<file path="config.mk">
export PLATFORM = sky130hd
export DESIGN_NAME = xfer_seq
export DESIGN_NICKNAME = d
export VERILOG_FILES = /design/src/rtl/xfer_pkg.sv /design/src/rtl/xfer_onehot_bar.sv /design/src/rtl/xfer_seq.sv
export SDC_FILE = /design/constraint.sdc
export NUM_CORES = 1
export LEC_CHECK = 0
export CAP_MARGIN = 20
export CORE_UTILIZATION = 34
export CTS_CLUSTER_SIZE = 30
export DETAILED_ROUTE_END_ITERATION = 8
export PLACE_DENSITY = 0.83
export SLEW_MARGIN = 20
export SYNTH_ARGS = -nofsm -noshare
export SYNTH_HDL_FRONTEND = slang
export SYNTH_SLANG_ARGS = --single-unit
export TNS_END_PERCENT = 1
</file>
<file path="constraint.sdc">
create_clock -name CLK -period 1.8 [get_ports CLK]
set_clock_uncertainty 0.15 [all_clocks]
set_input_delay 0.36 -clock CLK [delete_from_list [all_inputs] [get_ports CLK]]
set_output_delay 0.36 -clock CLK [all_outputs]
set_load 0.02 [all_outputs]
</file>
<file path="src/rtl/xfer_pkg.sv">
// rtl/xfer_pkg.sv - shared op encodings and sequencer state enum for xfer_seq
package xfer_pkg;

    localparam logic [1:0] OP_MOVE  = 2'b00;
    localparam logic [1:0] OP_ALU   = 2'b01;
    localparam logic [1:0] OP_CLEAR = 2'b10;
    localparam logic [1:0] OP_RSVD  = 2'b11;

    typedef enum logic [1:0] {
        ST_IDLE   = 2'd0,
        ST_SETTLE = 2'd1,
        ST_STROBE = 2'd2,
        ST_HOLD   = 2'd3
    } xfer_state_e;

endpackage

</file>
<file path="src/rtl/xfer_onehot_bar.sv">
// rtl/xfer_onehot_bar.sv - index plus enable to active-low one-hot; out-of-range index gives all-ones
module xfer_onehot_bar #(
    parameter int NREG = 4,
    localparam int IW = (NREG > 1) ? $clog2(NREG) : 1
) (
    input  logic            i_en,
    input  logic [IW-1:0]   i_idx,
    output logic [NREG-1:0] o_bar
);

    always_comb begin
        o_bar = '1;
        for (int i = 0; i < NREG; i++) begin
            o_bar[i] = !(i_en && (i_idx == IW'(i)));
        end
    end

endmodule

</file>
<file path="src/rtl/xfer_seq.sv">
// rtl/xfer_seq.sv - register-transfer sequencer driving bus enables and LOAD strobes
// Optional OP=10 clear transfer is enabled by defining XFER_SEQ_CLEAR_EN.
module xfer_seq
    import xfer_pkg::*;
#(
    parameter int NREG          = 4,
    parameter int SETTLE_CYCLES = 1,
    localparam int IW = (NREG > 1) ? $clog2(NREG) : 1
) (
    input  logic            CLK,
    input  logic            RESET,
    input  logic            REQ,
    input  logic [1:0]      OP,
    input  logic [IW-1:0]   SRC_A,
    input  logic [IW-1:0]   SRC_B,
    input  logic [IW-1:0]   DST,
    output logic            BUSY,
    output logic            DONE,
    output logic [NREG-1:0] LOAD,
    output logic [NREG-1:0] CLEAR_bar,
    output logic [NREG-1:0] ASSERT_MAIN_bar,
    output logic [NREG-1:0] ASSERT_LHS_bar,
    output logic [NREG-1:0] ASSERT_RHS_bar,
    output logic            ALU_ASSERT_bar
);

    localparam int CW = (SETTLE_CYCLES > 1) ? $clog2(SETTLE_CYCLES) : 1;

    xfer_state_e   r_state;
    xfer_state_e   w_next;
    logic [CW-1:0] r_cnt;
    logic [1:0]    r_op;
    logic [IW-1:0] r_src_a;
    logic [IW-1:0] r_src_b;
    logic [IW-1:0] r_dst;

    logic            w_drive;
    logic            w_op_loads;
    logic [NREG-1:0] w_load_bar;

    always_ff @(posedge CLK) begin
        if (RESET) begin
            r_state <= ST_IDLE;
        end else begin
            r_state <= w_next;
        end
    end

    always_comb begin
        w_next = r_state;
        case (r_state)
            ST_IDLE:   if (REQ) w_next = ST_SETTLE;
            ST_SETTLE: if (r_cnt == CW'(SETTLE_CYCLES - 1)) w_next = ST_STROBE;
            ST_STROBE: w_next = ST_HOLD;
            ST_HOLD:   w_next = ST_IDLE;
            default:   w_next = ST_IDLE;
        endcase
    end

    // Request fields are captured only on acceptance so the enables stay stable for the whole transfer.
    always_ff @(posedge CLK) begin
        if (RESET) begin
            r_cnt   <= '0;
            r_op    <= OP_RSVD;
            r_src_a <= '0;
            r_src_b <= '0;
            r_dst   <= '0;
        end else if (r_state == ST_IDLE && REQ) begin
            r_cnt   <= '0;
            r_op    <= OP;
            r_src_a <= SRC_A;
            r_src_b <= SRC_B;
            r_dst   <= DST;
        end else if (r_state == ST_SETTLE) begin
            r_cnt   <= r_cnt + CW'(1);
        end
    end

    assign w_drive        = (r_state != ST_IDLE);
    assign BUSY           = w_drive;
    assign DONE           = (r_state == ST_HOLD);
    assign ALU_ASSERT_bar = !(w_drive && r_op == OP_ALU);

`ifdef XFER_SEQ_CLEAR_EN
    assign w_op_loads = (r_op != OP_RSVD);

    xfer_onehot_bar #(.NREG(NREG)) u_clear (
        .i_en  (w_drive && r_op == OP_CLEAR),
        .i_idx (r_dst),
        .o_bar (CLEAR_bar)
    );
`else
    assign w_op_loads = (r_op != OP_RSVD) && (r_op != OP_CLEAR);
    assign CLEAR_bar  = '1;
`endif

    xfer_onehot_bar #(.NREG(NREG)) u_main (
        .i_en  (w_drive && r_op == OP_MOVE),
        .i_idx (r_src_a),
        .o_bar (ASSERT_MAIN_bar)
    );

    xfer_onehot_bar #(.NREG(NREG)) u_lhs (
        .i_en  (w_drive && r_op == OP_ALU),
        .i_idx (r_src_a),
        .o_bar (ASSERT_LHS_bar)
    );

    xfer_onehot_bar #(.NREG(NREG)) u_rhs (
        .i_en  (w_drive && r_op == OP_ALU),
        .i_idx (r_src_b),
        .o_bar (ASSERT_RHS_bar)
    );

    xfer_onehot_bar #(.NREG(NREG)) u_load (
        .i_en  ((r_state == ST_STROBE) && w_op_loads),
        .i_idx (r_dst),
        .o_bar (w_load_bar)
    );

    assign LOAD = ~w_load_bar;

endmodule

</file>
==> metrics.md <==
| Metric | Value |
|---|---|
| Slowest-stage cell, CP | `dfxtp_2` |
| Switching power | `510 uW` |
| Core Rows | `15` |
| Htree depth | `1` |
| Power Density | `1250 nW/um^2` |
| Critical path data arrival time | `1.52 ns` |
| F_max | `493 MHz` |
| Area delta synth->final | `54.8%` |
| Hold WS | `0.360 ns` |
| Initial core utilization | `37.0%` |
| Async S/R FF share, synth | `0%` |
| EDFF count, synth | `0` |
| Synthesis Warnings | `0` |
| Register area share after synthesis | `33.7%` |
| Violated checks | `negative setup slack` |
| Nets | `145` |
| Max Cap Viol | `0` |
| Worst-path clk slew | `0.07 ns` |
| Outcome | `complete, but fails checks` |
| CP required | `1.29 ns` |
| Internal | `750 uW` |
| RSZ-0062 raised after global routing | `yes` |
| CP Launch Type | `flip-flop` |
| Drt via density | `4.50` |
| Grt ovf | `0` |
| Ant diodes | `0` |
| Max-slew violations | `0` |
| Mapped Avg Cell Area | `7.51 um^2` |
| Largest net degree at the start of global routing | `10` |
| Ys flop type | `dfxtp_1` |
| Clock latency on the worst-skew pair | `0.26 ns` |
| Pre-CTS worst setup slack | `-0.459 ns` |
| CORE AREA | `1760 um^2` |
| Leading cell types in the layout, fill and taps excluded | `nand2_1, buf_2, buf_4` |
| Initial DRC Count | `4` |
| Final setup margin | `-0.229 ns` |
| Critical Path, Cell by Cell | `inv_2 -> ha_4 -> nor2_2 -> and2_4 -> inv_6 -> or3_4 -> buf_6` |
| Total track usage | `16.0%` |
| First-pass GRT wire length | `2440 um` |
| Hpwl dp | `1200 um` |
| Logic gate share of total power | `56.7%` |
| Cell variety after synth | `25` |
| Clock Sinks | `11` |
| Crit-path max cell delay | `0.34 ns` |
| Leakage | `0.000452 uW` |
| Critical Path Sink Type | `output port` |
| Initial antenna violation count | `0` |
| Mapped Area | `653 um^2` |
| Switching Share | `40.5%` |
| #FFs+latches synth | `11` |
| Final hold violation count | `0` |
| Tcrit/Tclk final | `113%` |
| Full die area | `2100 um^2` |
| Clk root buf | `clkbuf_4` |
| Port bufs | `29` |
| Number of global-route vias before repair | `597` |
| Max rail drop VDD | `922 uV` |
| Final wirelength | `1510 um` |
| WP buf/inv | `3` |
| Final setup fails | `17` |
| Drc violations | `0` |
| Top Ports | `34` |
| Drt pass-1 iters | `2` |
| Clk network pwr share | `13.0%` |
| Commonest non-fill, non-tap cell in the layout | `nand2_1` |
| Flop pwr share | `30.3%` |
| Gpl congestion | `0.844` |
| Die width | `45.8 um` |
| Hold buffers post-CTS | `0` |
| Type of the most critical hold path | `reg2reg` |
| Via count | `688` |
| DR WL/cell | `9.84 um` |
| ANT nets after route | `0` |
| Clock tree buffer depth | `2` |
| Clock buffer count from CTS | `3` |
| Minimum clock period | `2.03 ns` |
| CTS tree | `yes` |
| Layout fillers | `187` |
| Layout cells sized above 1 | `35.2%` |
| Syn Inst Count | `87` |
| CP Class | `reg2out` |
| Die Height | `45.8 um` |
| Largest delay share family, worst path | `simple AND/OR/NAND/NOR gates` |
| Worst-path maximum fanout | `2` |
==> worst reg2reg max path, stage by stage, from the launching register on <==
cell and delay, ns:
dfxtp_2 0.32, buf_4 0.12, buf_4 0.13, ha_1 0.21, nand2_1 0.14, a211oi_1 0.09
a41o_1 0.20
==> power by group through the flow <==
stage	Combinational, uW	Sequential (uW)	Clock, uW
after floorplan	427	383	0
after global placement	695	379	0
after detailed placement	709	386	0
after CTS	688	381	170
after global routing	786	392	188
final	714	381	164
==> cells by family after synthesis <==
| family | count (synthesis) | synth area share, % |
|---|---|---|
| AND/OR/NAND/NOR | 47 | 34.9 |
| buffers and inverters | 12 | 10.7 |
| flip-flops | 11 | 33.7 |
| AO/OA/AOI/OAI | 10 | 9.19 |
| adder cells (fa/ha/maj) | 5 | 9.58 |
| XOR/XNOR | 1 | 1.34 |
| other | 1 | 0.574 |
==> Yosys cell counts, types with 2 or more instances <==
master    number  area, um^2
dfxtp_1       11         220
a211oi_1       2        15.0
inv_1          4        15.0
nand3_1        5        25.0
buf_4          4        30.0
ha_1           5        62.6
nand3b_1       4        30.0
nor2_1         4        15.0
nand2_1       23        86.3
and2_1         2        12.5
buf_2          2        10.0
nor3_1         2        10.0
a21oi_1        7        35.0
==> final timing paths <==
path | from | endpoint | slack, ns | cells after the start
max reg2reg | r_state[0] | r_state[1] | 0.33 | 6
min | r_src_b[1] | r_src_b[1] | 0.36 | 2
max | r_state[1] | ASSERT_RHS_bar[0] | -0.23 | 7
min reg2reg | r_src_b[1] | r_src_b[1] | 0.36 | 2
==> through the flow <==
step	setup TNS (ns)	util [%]	std cells	instance area, um^2	total power, uW
global route	-3.58	57.3	153	1010	1370
finish	-2.12	57.3	153	1010	1260
detailed placement	-4.87	59.1	148	1040	1100
floorplan	-0.0297	-	90	689	811
CTS	-2.65	56.2	152	992	1240
global placement	-4.50	59.1	148	1040	1070
==> state kept, by name, indices dropped and copies added (netlist names) <==
register	count
r_cnt	1
r_src_a	2
r_op	2
r_dst	2
r_src_b	2
r_state	2
==> per-layer routing <==
layer	global-route usage [%]	share of wire [%]
met2	27.4	46
met5	0	0
met3	2.78	6.8
met4	7.06	1.0
met1	19.5	46
==> cell type report <==
class                           instances  area (um^2)  area share [%]
Multi-Input combinational cell         67          407            40.2
Timing Repair Buffer                   41          300            29.7
Sequential cell                        11          223            22.0
Tap cell                               25         31.3            3.09
Clock buffer                            4         26.3            2.60
Inverter                                5         23.8            2.35
==> timing repair <==
item / 4_1_cts / 5_1_grt
pin swaps: 2 / 3
resized for setup: 76 / 6
setup endpoints to repair: 19 / 17
setup buffers: 0 / 1
No activity file was read; power rests on OpenSTA's default activity.
